**src/rtl/j1_flash_loader.sv**
```systemverilog
// j1_flash_loader
// Boot loader for the j1 core. Holds the CPU in reset, reads WORDS 16-bit words
// from SPI flash (mode 0, SCK generated here) starting at FLASH_OFFSET, writes
// them into RAM words 0..WORDS-1, then releases the CPU. A reload pulse in DONE
// repeats the whole sequence.
//
// Ports:
//   clk        system clock
//   resetq     synchronous active-low reset
//   reload     one-cycle reload request, honoured only in DONE
//   spi_csn    flash chip select (active low)
//   spi_sck    SPI clock, idles low
//   spi_mosi   command bits to flash
//   spi_miso   data bits from flash, sampled as SCK rises
//   ram_addr   RAM word address (valid with ram_wr)
//   ram_wdata  RAM write data   (valid with ram_wr)
//   ram_wr     one-cycle RAM write strobe
//   cpu_reset  active-high reset to the j1, high until the image is loaded
//   done       high once the image is loaded
//
// Load time: counting clk edges with resetq high (or from the edge that accepts
// reload), done is first high after edge
//   2*CLKDIV + (32 + 16*WORDS)*2*CLKDIV - CLKDIV + 1.
// The final bit is sampled on its rising SCK edge; the write and DONE follow on
// the next two edges without waiting out the second half of that bit.
module j1_flash_loader #(
  parameter logic [23:0] FLASH_OFFSET = 24'h010000,
  parameter int          WORDS        = 8192,
  parameter int          CLKDIV       = 2
) (
  input  logic        clk,
  input  logic        resetq,
  input  logic        reload,
  output logic        spi_csn,
  output logic        spi_sck,
  output logic        spi_mosi,
  input  logic        spi_miso,
  output logic [13:0] ram_addr,
  output logic [15:0] ram_wdata,
  output logic        ram_wr,
  output logic        cpu_reset,
  output logic        done
);

  typedef enum logic [2:0] {S_START, S_CMD, S_DATA, S_WRITE, S_DONE} state_t;

  localparam logic [15:0] DIV_LAST   = 16'(CLKDIV - 1);
  localparam logic [15:0] DESEL_LAST = 16'(2 * CLKDIV - 1);
  localparam logic [13:0] IDX_LAST   = 14'(WORDS - 1);

  state_t      r_state, w_next;
  logic [15:0] r_div;
  logic        r_sck;
  logic [4:0]  r_bit;
  logic [31:0] r_cmd;
  logic [14:0] r_shift;
  logic [13:0] r_idx;
  logic [13:0] r_addr;
  logic [15:0] r_wdata;

  logic        w_tick, w_rise, w_fall, w_spi_on;
  logic [15:0] w_shift_nx;

  assign w_tick     = (r_div == DIV_LAST);
  assign w_rise     = w_tick & ~r_sck;
  assign w_fall     = w_tick &  r_sck;
  assign w_shift_nx = {r_shift, spi_miso};
  // SCK keeps running through WRITE so the next word follows without a gap.
  assign w_spi_on   = (w_next == S_CMD) || (w_next == S_DATA) || (w_next == S_WRITE);

  // State register
  always_ff @(posedge clk) begin
    if (!resetq) r_state <= S_START;
    else         r_state <= w_next;
  end

  // Next state
  always_comb begin
    w_next = r_state;
    case (r_state)
      S_START: if (r_div == DESEL_LAST)         w_next = S_CMD;
      S_CMD:   if (w_fall && r_bit == 5'd31)    w_next = S_DATA;
      S_DATA:  if (w_rise && r_bit == 5'd15)    w_next = S_WRITE;
      S_WRITE: w_next = (r_idx == IDX_LAST) ? S_DONE : S_DATA;
      S_DONE:  if (reload)                      w_next = S_START;
      default: w_next = S_START;
    endcase
  end

  // Outputs decoded from state
  always_comb begin
    spi_csn   = 1'b1;
    spi_mosi  = 1'b0;
    ram_wr    = 1'b0;
    cpu_reset = 1'b1;
    done      = 1'b0;
    case (r_state)
      S_CMD:   begin spi_csn = 1'b0; spi_mosi = r_cmd[31]; end
      S_DATA:  spi_csn = 1'b0;
      S_WRITE: begin spi_csn = 1'b0; ram_wr = 1'b1; end
      S_DONE:  begin cpu_reset = 1'b0; done = 1'b1; end
      default: ;
    endcase
  end

  assign spi_sck   = r_sck;
  assign ram_addr  = r_addr;
  assign ram_wdata = r_wdata;

  // Datapath: SCK divider, command shifter, data shifter, word index
  always_ff @(posedge clk) begin
    if (!resetq) begin
      r_div   <= '0;
      r_sck   <= 1'b0;
      r_bit   <= '0;
      r_cmd   <= '0;
      r_shift <= '0;
      r_idx   <= '0;
      r_addr  <= '0;
      r_wdata <= '0;
    end else begin
      // START reuses the divider as the deselect timer; it wraps to 0 exactly
      // as CMD begins, so the first SCK rise lands CLKDIV cycles after CSN falls.
      if (r_state == S_START) begin
        r_div <= (r_div == DESEL_LAST) ? 16'd0 : r_div + 16'd1;
        r_sck <= 1'b0;
      end else if (w_spi_on) begin
        if (w_tick) begin
          r_div <= 16'd0;
          r_sck <= ~r_sck;
        end else begin
          r_div <= r_div + 16'd1;
        end
      end else begin
        r_div <= 16'd0;
        r_sck <= 1'b0;
      end

      case (r_state)
        S_START: begin
          r_bit <= '0;
          r_cmd <= {8'h03, FLASH_OFFSET};
        end
        S_CMD: if (w_fall) begin
          r_cmd <= {r_cmd[30:0], 1'b0};
          r_bit <= r_bit + 5'd1;   // wraps to 0 on the 32nd bit, ready for DATA
        end
        S_DATA: if (w_rise) begin
          r_shift <= w_shift_nx[14:0];
          if (r_bit == 5'd15) begin
            r_bit   <= 5'd0;
            // first byte off the wire is the low byte
            r_wdata <= {w_shift_nx[7:0], w_shift_nx[15:8]};
            r_addr  <= r_idx;
          end else begin
            r_bit <= r_bit + 5'd1;
          end
        end
        S_WRITE: if (r_idx != IDX_LAST) r_idx <= r_idx + 14'd1;
        S_DONE:  if (reload) r_idx <= '0;
        default: ;
      endcase
    end
  end

endmodule

```
**config.mk**
```make
export PLATFORM = sky130hd
export DESIGN_NAME = j1_flash_loader
export DESIGN_NICKNAME = d
export VERILOG_FILES = /design/src/rtl/j1_flash_loader.sv
export SDC_FILE = /design/constraint.sdc
export NUM_CORES = 1
export LEC_CHECK = 0
export CAP_MARGIN = 0
export CORE_ASPECT_RATIO = 0.75
export CORE_MARGIN = 10
export CORE_UTILIZATION = 40
export DETAILED_ROUTE_END_ITERATION = 8
export PLACE_DENSITY = 0.6
export SLEW_MARGIN = 20
export SYNTH_ARGS = -nofsm -noshare
export SYNTH_HDL_FRONTEND = slang
export SYNTH_SLANG_ARGS = --single-unit
```
**constraint.sdc**
```tcl
create_clock -name clk -period 3.2 [get_ports clk]
set_input_delay 0.96 -clock clk [delete_from_list [all_inputs] [get_ports clk]]
set_output_delay 0.96 -clock clk [all_outputs]
set_load 0.1 [all_outputs]
```
==> impl_results.md <==
- Status: finished clean
- Filler instances: around 1100
- LEAKAGE: around 0.0018 uW
- Vias per cell: about 5.2
- Pin count of the biggest net entering global routing: 56
- CORE AREA: between 0.01 and 0.015 sq mm
- Horizontal die dimension: around 140 um
- Slew margin rel.: about 43%
- Setup-failing EPs final: 0
- Startpoint Class: flop
- CTS Buf Count: 9
- Num ports: 40
- Starting density of the core: about two fifths
- Highest clock rate: approximately 0.37 GHz
- Clk root buf: clkbuf_16
- Clock network latency to the later pin of the worst-skew pair: 0.35 ns
- CTS tree: done
- Unrepaired setup endpoints after global routing: no
- Detailed-route DRC error count: 0
- Number of clock sinks: 100
- Final period demand of the worst path: ~2.7 ns
- Endpoint arrival time on the critical path: around 1.8 ns
- Worst clock skew on the final layout: a little over 0.009 ns
- Critical-path cell with the highest stage delay: dfxtp_1
- Sequential fraction of the synthesis area: around 44%
- Total number of vias: 3629
- Input/output buffers: 39
- Violation count after the first detailed-route iteration: 214
- Height of the die: roughly 110 um
- Rows: 33
- Drt wl/cell: 14.1 um
- Mapped Avg Cell Area: roughly 8.7 sq um
- Total die area: about 0.016 sq mm
- Number of iterations in the first detailed-routing pass: 4
- Overall overflow remaining after global route: 0
- Worst path cell trace: or2_1, inv_1, buf_12
- Area growth from synthesis to layout: 14.8%
- Final RePlAce weighted congestion: between 0.8 and 0.9
- Initial antenna violation count: 0
- Global-route wire length before repair: 16700 um
- Antenna diode instance count: 0
- Antenna-violating nets left: 0
- Most frequent cells in the layout: nand2_1, dfxtp_1, a21boi_0, buf_4, nor2_1
- Sum of net half-perimeters after detailed placement: between 6000 and 7000 um
- Gate count of the mapped netlist: between 500 and 600
- Final hold violation count: 0
- Critical path start-end classification: reg -> out
- Path type of the worst min-delay path: reg -> reg
- Setup crit end kind: output pin
- Global router's overall resource usage: around 12%
- Clock Tree Buf Depth: 2
- Required time of the critical path: approximately 2.2 ns
- Measured slew at the worst slew-check pin: 0.852 ns
- Vias in the first global route: roughly 3400
- Highest ir drop seen on vdd: between 0.0002 and 0.00025 V
- Post-route standard cell area excluding fillers: around 0.0052 sq mm
- Commonest non-fill, non-tap cell in the layout: nand2_1
- Number of max-cap violations: 0
- Total detailed-routing wirelength: 9790 um
- Post-Syn Nets: about 540
- Critical Path Fanout Max: 12
- Cts hold-fix bufs: 0
- Total negative slack: 0 ns
- Slew Viols, Final: 0
- CP peak stage delay: 0.58 ns
- Total placed instance area: 0.00495 sq mm
- Power Density: about 450 mW/mm^2
- Synth Register Bits: 100
- Distinct cell type count of the synthesized netlist: 52
- Number of H-tree branching levels: 3
- Fraction of layout instances using a drive strength above 1: 14.9%
- Period utilisation layout: 84.6%
- Number of warnings reported in the yosys synthesis log: 0
- Area of the mapped netlist: about 0.0046 sq mm
- Final #Nets: between 500 and 600
- Clock-pin slew of the registers on the worst-case setup and hold paths: around 0.07 ns
- Buffer count from post-CTS setup fixing: 0
- Number of resized instances in the post-cts repair step: 0
==> metrics by stage <==
stage / utilization [%] / worst slack, ns / power, uW / instances / hold WS, ns
6_report: 47.5 / 0.493 / 2360 / 696 / 0.454
5_1_grt: 47.5 / 0.354 / 2450 / 696 / 0.470
4_1_cts: 47.5 / 0.474 / 2400 / 696 / 0.455
3_5_place_dp: 44.9 / 0.855 / 1350 / 680 / 0.446
3_3_place_gp: 44.9 / 0.917 / 1350 / 680 / 0.440
2_1_floorplan: - / 0.192 / 1340 / 526 / 0.431
==> logic make-up (layout without fill, tap and decap cells) <==
kind of cell / Yosys count / in the layout / share of synthesized area, %
flip-flops: 100 / 100 / 43.9
AO/OA/AOI/OAI: 102 / 102 / 17.4
buffers and inverters: 44 / 74 / 4.53
AND/OR/NAND/NOR: 246 / 246 / 27.0
XOR/XNOR: 24 / 24 / 4.61
adder cells (fa/ha/maj): 7 / 7 / 1.92
multiplexers: 3 / 3 / 0.658
==> routing by layer <==
metal,wire length [um],global-route usage (%),share of wire [%]
met4,119,3.53,1.2
met2,4090,18.5,42
met1,5070,17.0,52
met3,517,3.96,5.3
met5,0,0,0
==> critical path, delay by kind of cell, from the launching register on <==
kind	cells	cell delay, ns
flip-flops	1	0.58
AND/OR/NAND/NOR	1	0.43
buffers and inverters	2	0.38
==> flip-flops by register name, summed over array words and instances (netlist names) <==
name / count
r_state: 3
r_div: 16
r_shift: 15
r_cmd: 16
r_idx: 14
ram_wdata: 16
spi_sck: 1
ram_addr: 14
r_bit: 5
==> where the power goes <==
part / switching [uW] / total, uW / leakage [uW] / internal [uW]
Clock: 497 / 1040 / 0.000137 / 544
Combinational: 43.8 / 69.1 / 0.000833 / 25.3
Sequential: 4.47 / 1250 / 0.000806 / 1250
==> worst paths after layout <==
| path | from | endpoint | slack [ns] | cells after the start |
|---|---|---|---|---|
| min reg2reg | r_cmd[26]$_SDFFE_PN0P_ | r_cmd[26]$_SDFFE_PN0P_ | 0.45 | 2 |
| max | r_state[2]$_SDFF_PN0_ | ram_wr | 0.49 | 3 |
| min | r_cmd[26]$_SDFFE_PN0P_ | r_cmd[26]$_SDFFE_PN0P_ | 0.45 | 2 |
| max reg2reg | r_div[2]$_SDFF_PN0_ | r_div[8]$_SDFF_PN0_ | 0.97 | 5 |
==> synth_stat cells, drive strengths merged <==
cell type,number,area (sq um)
mux2i,3,30.0
o32ai,1,8.76
nor4b,2,23.8
clkbuf,20,75.1
or4b,1,13.8
nand3b,14,105
and4,3,28.8
a21boi,59,443
a21oi,8,40.0
ha,7,87.6
nor2,23,86.3
nand4,11,68.8
nand3,21,110
nor3,11,60.1
o21ba,1,10.0
a21o,1,7.51
and3b,1,8.76
and3,9,56.3
nor3b,3,27.5
o211a,2,20.0
or3,1,6.26
dfxtp,100,2000
or2,2,12.5
o211ai,1,7.51
buf,12,86.3
xnor2,20,175
o21a,3,22.5
o22ai,1,6.26
xor2,4,35.0
o21ai,6,30.0
inv,12,45.0
nor4,9,75.1
and2,4,25.0
o31a,2,18.8
o21bai,1,11.3
nand2b,4,25.0
nand2,120,450
nand4b,1,8.76
a211oi,16,170
nor2b,6,37.5
==> final cells by class <==
cell class              instances  area [sq um]  share of cell area (%)
clock buffers                  10           229                    4.37
well taps                     140           175                    3.35
clock inverters                 6          56.3                    1.08
multi-input cells             382          2360                    45.0
inverters                      12          45.0                   0.860
repair buffers                 46           373                    7.12
flip-flops and latches        100          2000                    38.2
Power figures use the tool's default switching activity.
